$ cat src/rtl/pbit_mult_request_scheduler.sv
// Round-robin scheduler sharing one p-bit multiplier network and its result interpreter.
// Optional RUN-state watchdog is compiled in with `define PBIT_TIMEOUT_EN.
module pbit_mult_request_scheduler #(
  parameter int unsigned N_REQ          = 4,
  parameter int unsigned OPW            = 2,
  parameter int unsigned SETTLE_CYCLES  = 8,
  parameter int unsigned TIMEOUT_CYCLES = 4096
) (
  input  logic                       CLK,
  input  logic                       RST_N,
  input  logic [N_REQ-1:0]           req,
  input  logic [N_REQ*OPW-1:0]       opa_flat,
  input  logic [N_REQ*OPW-1:0]       opb_flat,
  output logic [N_REQ-1:0]           ack,
  output logic [2*OPW-1:0]           res_data,
  output logic                       res_err,
  output logic                       clamp_en,
  output logic [OPW-1:0]             clamp_a,
  output logic [OPW-1:0]             clamp_b,
  output logic                       interp_rst,
  output logic                       pending_request,
  input  logic                       valid_res,
  input  logic [2*OPW-1:0]           result,
  output logic                       busy,
  output logic [$clog2(N_REQ)-1:0]   grant_id
);

  localparam int unsigned GW  = $clog2(N_REQ);
  localparam int unsigned SCW = $clog2(SETTLE_CYCLES + 1);

  if (N_REQ < 2) begin : g_bad_nreq
    $error("N_REQ must be at least 2");
  end
  if (SETTLE_CYCLES < 1) begin : g_bad_settle
    $error("SETTLE_CYCLES must be at least 1");
  end
  if (TIMEOUT_CYCLES < 1) begin : g_bad_timeout
    $error("TIMEOUT_CYCLES must be at least 1");
  end

  typedef enum logic [2:0] {
    IDLE   = 3'd0,
    FLUSH  = 3'd1,
    SETTLE = 3'd2,
    RUN    = 3'd3,
    RESP   = 3'd4
  } state_t;

  state_t           state;
  logic [GW-1:0]    ptr;
  logic [SCW-1:0]   settle_cnt;
  logic [GW-1:0]    pick;
  logic             found;

`ifdef PBIT_TIMEOUT_EN
  localparam int unsigned TCW = $clog2(TIMEOUT_CYCLES + 1);
  logic [TCW-1:0]   run_cnt;
`else
  assign res_err = 1'b0;
`endif

  // Search starts one past the last grant and wraps, so every requester is served in turn.
  always_comb begin
    int unsigned   idx;
    logic [GW-1:0] cand;
    idx   = 0;
    cand  = '0;
    pick  = '0;
    found = 1'b0;
    for (int unsigned off = 1; off <= N_REQ; off++) begin
      idx = 32'(ptr) + off;
      if (idx >= N_REQ) idx = idx - N_REQ;
      cand = GW'(idx);
      if (!found && req[cand]) begin
        found = 1'b1;
        pick  = cand;
      end
    end
  end

  always_ff @(posedge CLK) begin
    if (!RST_N) begin
      state           <= IDLE;
      ptr             <= GW'(N_REQ - 1);
      settle_cnt      <= '0;
      grant_id        <= '0;
      clamp_a         <= '0;
      clamp_b         <= '0;
      clamp_en        <= 1'b0;
      interp_rst      <= 1'b0;
      pending_request <= 1'b0;
      ack             <= '0;
      res_data        <= '0;
      busy            <= 1'b0;
`ifdef PBIT_TIMEOUT_EN
      res_err         <= 1'b0;
      run_cnt         <= '0;
`endif
    end else begin
      interp_rst <= 1'b0;
      ack        <= '0;
      case (state)
        IDLE: begin
          if (found) begin
            grant_id   <= pick;
            ptr        <= pick;
            clamp_a    <= opa_flat[pick*OPW +: OPW];
            clamp_b    <= opb_flat[pick*OPW +: OPW];
            clamp_en   <= 1'b1;
            interp_rst <= 1'b1;
            busy       <= 1'b1;
            state      <= FLUSH;
          end
        end
        FLUSH: begin
          settle_cnt <= SCW'(SETTLE_CYCLES - 1);
          state      <= SETTLE;
        end
        SETTLE: begin
          if (settle_cnt == '0) begin
            pending_request <= 1'b1;
            state           <= RUN;
`ifdef PBIT_TIMEOUT_EN
            run_cnt         <= '0;
`endif
          end else begin
            settle_cnt <= settle_cnt - 1'b1;
          end
        end
        RUN: begin
          if (valid_res) begin
            res_data        <= result;
            ack[grant_id]   <= 1'b1;
            clamp_en        <= 1'b0;
            pending_request <= 1'b0;
            state           <= RESP;
`ifdef PBIT_TIMEOUT_EN
          end else if (run_cnt == TCW'(TIMEOUT_CYCLES - 1)) begin
            // Abort: report an error and flush the interpreter so it starts clean next job.
            res_data        <= '0;
            res_err         <= 1'b1;
            interp_rst      <= 1'b1;
            ack[grant_id]   <= 1'b1;
            clamp_en        <= 1'b0;
            pending_request <= 1'b0;
            state           <= RESP;
          end else begin
            run_cnt <= run_cnt + 1'b1;
`endif
          end
        end
        RESP: begin
          busy  <= 1'b0;
          state <= IDLE;
`ifdef PBIT_TIMEOUT_EN
          res_err <= 1'b0;
`endif
        end
        default: state <= IDLE;
      endcase
    end
  end

endmodule
$ cat config.mk
export PLATFORM = sky130hd
export DESIGN_NAME = pbit_mult_request_scheduler
export DESIGN_NICKNAME = d
export VERILOG_FILES = /design/src/rtl/pbit_mult_request_scheduler.sv
export SDC_FILE = /design/constraint.sdc
export NUM_CORES = 1
export LEC_CHECK = 0
export BUFFER_PORTS_ARGS = -buffer_cell sky130_fd_sc_hd__buf_2
export CAP_MARGIN = 30
export CORE_ASPECT_RATIO = 0.9
export CORE_MARGIN = 5
export CORE_UTILIZATION = 51
export CTS_BUF_LIST = sky130_fd_sc_hd__clkbuf_8
export CTS_CLUSTER_SIZE = 16
export DETAILED_ROUTE_END_ITERATION = 8
export GPL_TIMING_DRIVEN = 0
export MAX_ROUTING_LAYER = met4
export PLACE_DENSITY = 0.82
export SETUP_SLACK_MARGIN = 0.05
export SYNTH_ARGS = -nofsm -noshare
export SYNTH_HDL_FRONTEND = slang
export SYNTH_SLANG_ARGS = --single-unit
$ cat constraint.sdc
create_clock -name CLK -period 4.5 [get_ports CLK]
set_input_delay 0.225 -clock CLK [delete_from_list [all_inputs] [get_ports CLK]]
set_output_delay 0.225 -clock CLK [all_outputs]
set_load 0.01 [all_outputs]
==> flow_summary_export.csv <==
group,metric,value,unit
outcome,outcome,"complete, no violations",
yosys,syn_avg_cell_area,8.99,sq um
drt,firstDrtPassIters,5,
global_route,grt_pass1_vias,1167,
timing,slew-limit-headroom,59.4,%
global_route,grt_pass1_wl,4900,um
setup_path,end_kind,"register",
place,placed_area,1590,sq um
drt,routed_wl,2940,um
flow_run,cap_violations,0,
power,power,639,uW
yosys,synth_warnings,0,
cts,clk_latency,0.27,ns
power,powerDensity,392,nW/um^2
drt,drc_errors,0,
yosys,synth_edf_count,0,
cts,clock-root-buffer,"clkbuf_8",
yosys,netlist_area,1330,sq um
die,die_y,58.4,um
yosys,ys_types,41,
layout,antennaDiodeCount,0,
cts,clockBufferDepth,2,
cts,clock_sinks,27,
timing,max_freq,563,MHz
yosys,yosys_register_bits,27,
die,start_util,53.9,%
yosys,synth-xor-area-share,1.32,%
setup_path,worstPathArrival,1.94,ns
setup_path,startpoint_type,"register",
timing,tightestPinTransition,0.604,ns
yosys,syn_nets,177,
cts,hold_buffers,0,
die,rows,17,
timing,finalSetupViolations,0,
timing,rsz0062_at_grt,"no",
drt,vias,1212,
drt,viasPerCell,5.41,
die,io_pins,46,
timing,hold_violations,0,
place,io_buffers,44,
setup_path,crit_required,4.67,ns
global_route,grt-ovfl-total,0,
yosys,synthMuxAreaShare,4.14,%
timing,fin_worst_skew,0.00147,ns
layout,fin_cells,224,
global_route,antenna_found_initial,0,
cts,cts_tree,"yes",
yosys,ys_seq_area_share,40.6,%
yosys,synth_top_family_by_area,"simple AND/OR/NAND/NOR gates",
global_route,grt_use_total,16.8,%
cts,htreeDepth,1,
cts,cts_resized,0,
timing,setup_tns,0,ns
timing,fin_crit_sh,39.5,%
timing,fin_crit,1.78,ns
die,die_x,63.8,um
layout,stdcell_area,1630,sq um
layout,drive_gt1_share,34.2,%
layout,syn_to_final_growth,22.6,%
cts,numCtsBuffers,3,
cts,cts_setup_buffers,0,
die,core,2470,sq um
yosys,synthFlopType,"dfxtp_1",
global_route,grt_max_degree,15,
power,ir_drop,0.362,mV
yosys,synth_cells,148,
yosys,yosys.area_share.adder,1.88,%
yosys,synth-compound-area-share,18.8,%
place,dp_cells,220,
layout,post-route-util,66.1,%
cts,clk_pin_slew,0.08,ns
yosys,yosys.area_share.simple,26.7,%
yosys,synth_async_sr_flop_share,0,%
place,hpwl,2400,um
layout,fin_nets,226,
setup_path,worstPathMaxFanout,10,
timing,slew_violations,0,
drt,drtIter0Drc,63,
setup_path,worstSetupPathType,"reg2reg",
drt,wl_per_cell,13.1,um
power,cellLeakagePower,0.000783,uW
layout,n_fill_cell,212,
drt,ant_nets,0,
worst_hold_path,min_path_type,"in2reg",
place,gp_congestion,0.765,
die,die_area,3730,sq um
[critical path: stages (launching register included)]
cell	delay, ns
dfxtp_1	0.32
buf_6	0.14
nor4_4	0.59
nand3_4	0.20
a211o_1	0.31
o211a_1	0.12
[cell usage after synthesis, drive strengths merged (2+ instances only)]
cell	n	area [sq um]
dfxtp	27	541
nor2	18	70.1
nand2	17	63.8
a21oi	11	66.3
inv	9	33.8
nor3b	7	52.6
nor3	6	30.0
buf	5	41.3
nor4	5	67.6
o211a	5	50.1
a211o	4	35.0
a211oi	4	30.0
mux2	4	45.0
and3	3	21.3
ha	2	25.0
nand2b	2	12.5
nand3	2	22.5
o21ai	2	10.0
o22ai	2	18.8
[cells in the final DEF (no fill, tap or decap), types with 2 or more instances in the layout]
master     n
a21oi_1   10
nor2_1    17
dfxtp_1   27
nor3b_1    7
clkbuf_8   3
nand2b_1   2
a211oi_1   4
o211a_1    5
nor4_4     2
a211o_1    4
buf_2     44
mux2_2     4
nor3_1     6
nor4_1     2
inv_1     10
ha_1       2
nand2_1   17
buf_4      4
and3_2     2
[kinds of logic after synthesis]
logic type / Yosys count
muxes: 5
adders and majority gates: 2
AOI/OAI and AO/OA: 33
buffers and inverters: 16
DFF: 27
and+or+nand+nor: 62
other: 1
xor gates and xnor gates: 2
[final timing paths]
path	start	to	slack, ns	cells past startpoint
setup / recovery	state[0]	clamp_b[1]	2.72	5
hold / removal	result[0]	res_data[0]	0.19	3
setup reg to reg	state[0]	clamp_b[1]	2.72	5
hold reg to reg	res_data[1]	res_data[1]	0.46	2
[per-stage QoR]
| stage | hold WS, ns | setup slack, ns |
|---|---|---|
| floorplan | 0.305 | 2.92 |
| global placement | 0.441 | 2.74 |
| detailed placement | 0.448 | 2.73 |
| CTS | 0.179 | 2.70 |
| global route | 0.181 | 2.55 |
| finish | 0.188 | 2.72 |
[power breakdown]
group          internal [uW]  leakage [uW]  switching [uW]  total [uW]
sequential               272      0.000222            21.3         293
clock                   61.1     0.0000269            68.2         129
combinational           98.2      0.000534             119         217
[routing by layer]
| layer | GRT usage (%) | routed length, um | share of wire (%) | up-vias |
|---|---|---|---|---|
| met5 | - | 0 | 0 | - |
| met4 | 5.34 | 37 | 1.3 | 0 |
| met3 | 4.77 | 203 | 6.9 | 6 |
| met2 | 28.0 | 1460 | 50 | 44 |
| met1 | 19.7 | 1240 | 42 | 547 |
| li1 | - | - | - | 615 |
[sequential cells by signal, summed over array words and instances, names as in the netlist, 2 cells and up]
register    flops
res_data        4
settle_cnt      4
clamp_b         2
grant_id        2
state           3
ack             4
clamp_a         2
ptr             2
[cell type report]
| type | count | area [sq um] | share of cell area [%] |
|---|---|---|---|
| plain buffers | 6 | 45.0 | 2.76 |
| clock buffers | 3 | 41.3 | 2.53 |
| clock inverters | 1 | 3.75 | 0.230 |
| inverters | 10 | 37.5 | 2.30 |
| multi-input cells | 105 | 707 | 43.4 |
| flip-flops and latches | 27 | 541 | 33.2 |
| well taps | 28 | 35.0 | 2.15 |
| repair buffers | 44 | 220 | 13.5 |
Power figures use the tool's default switching activity.
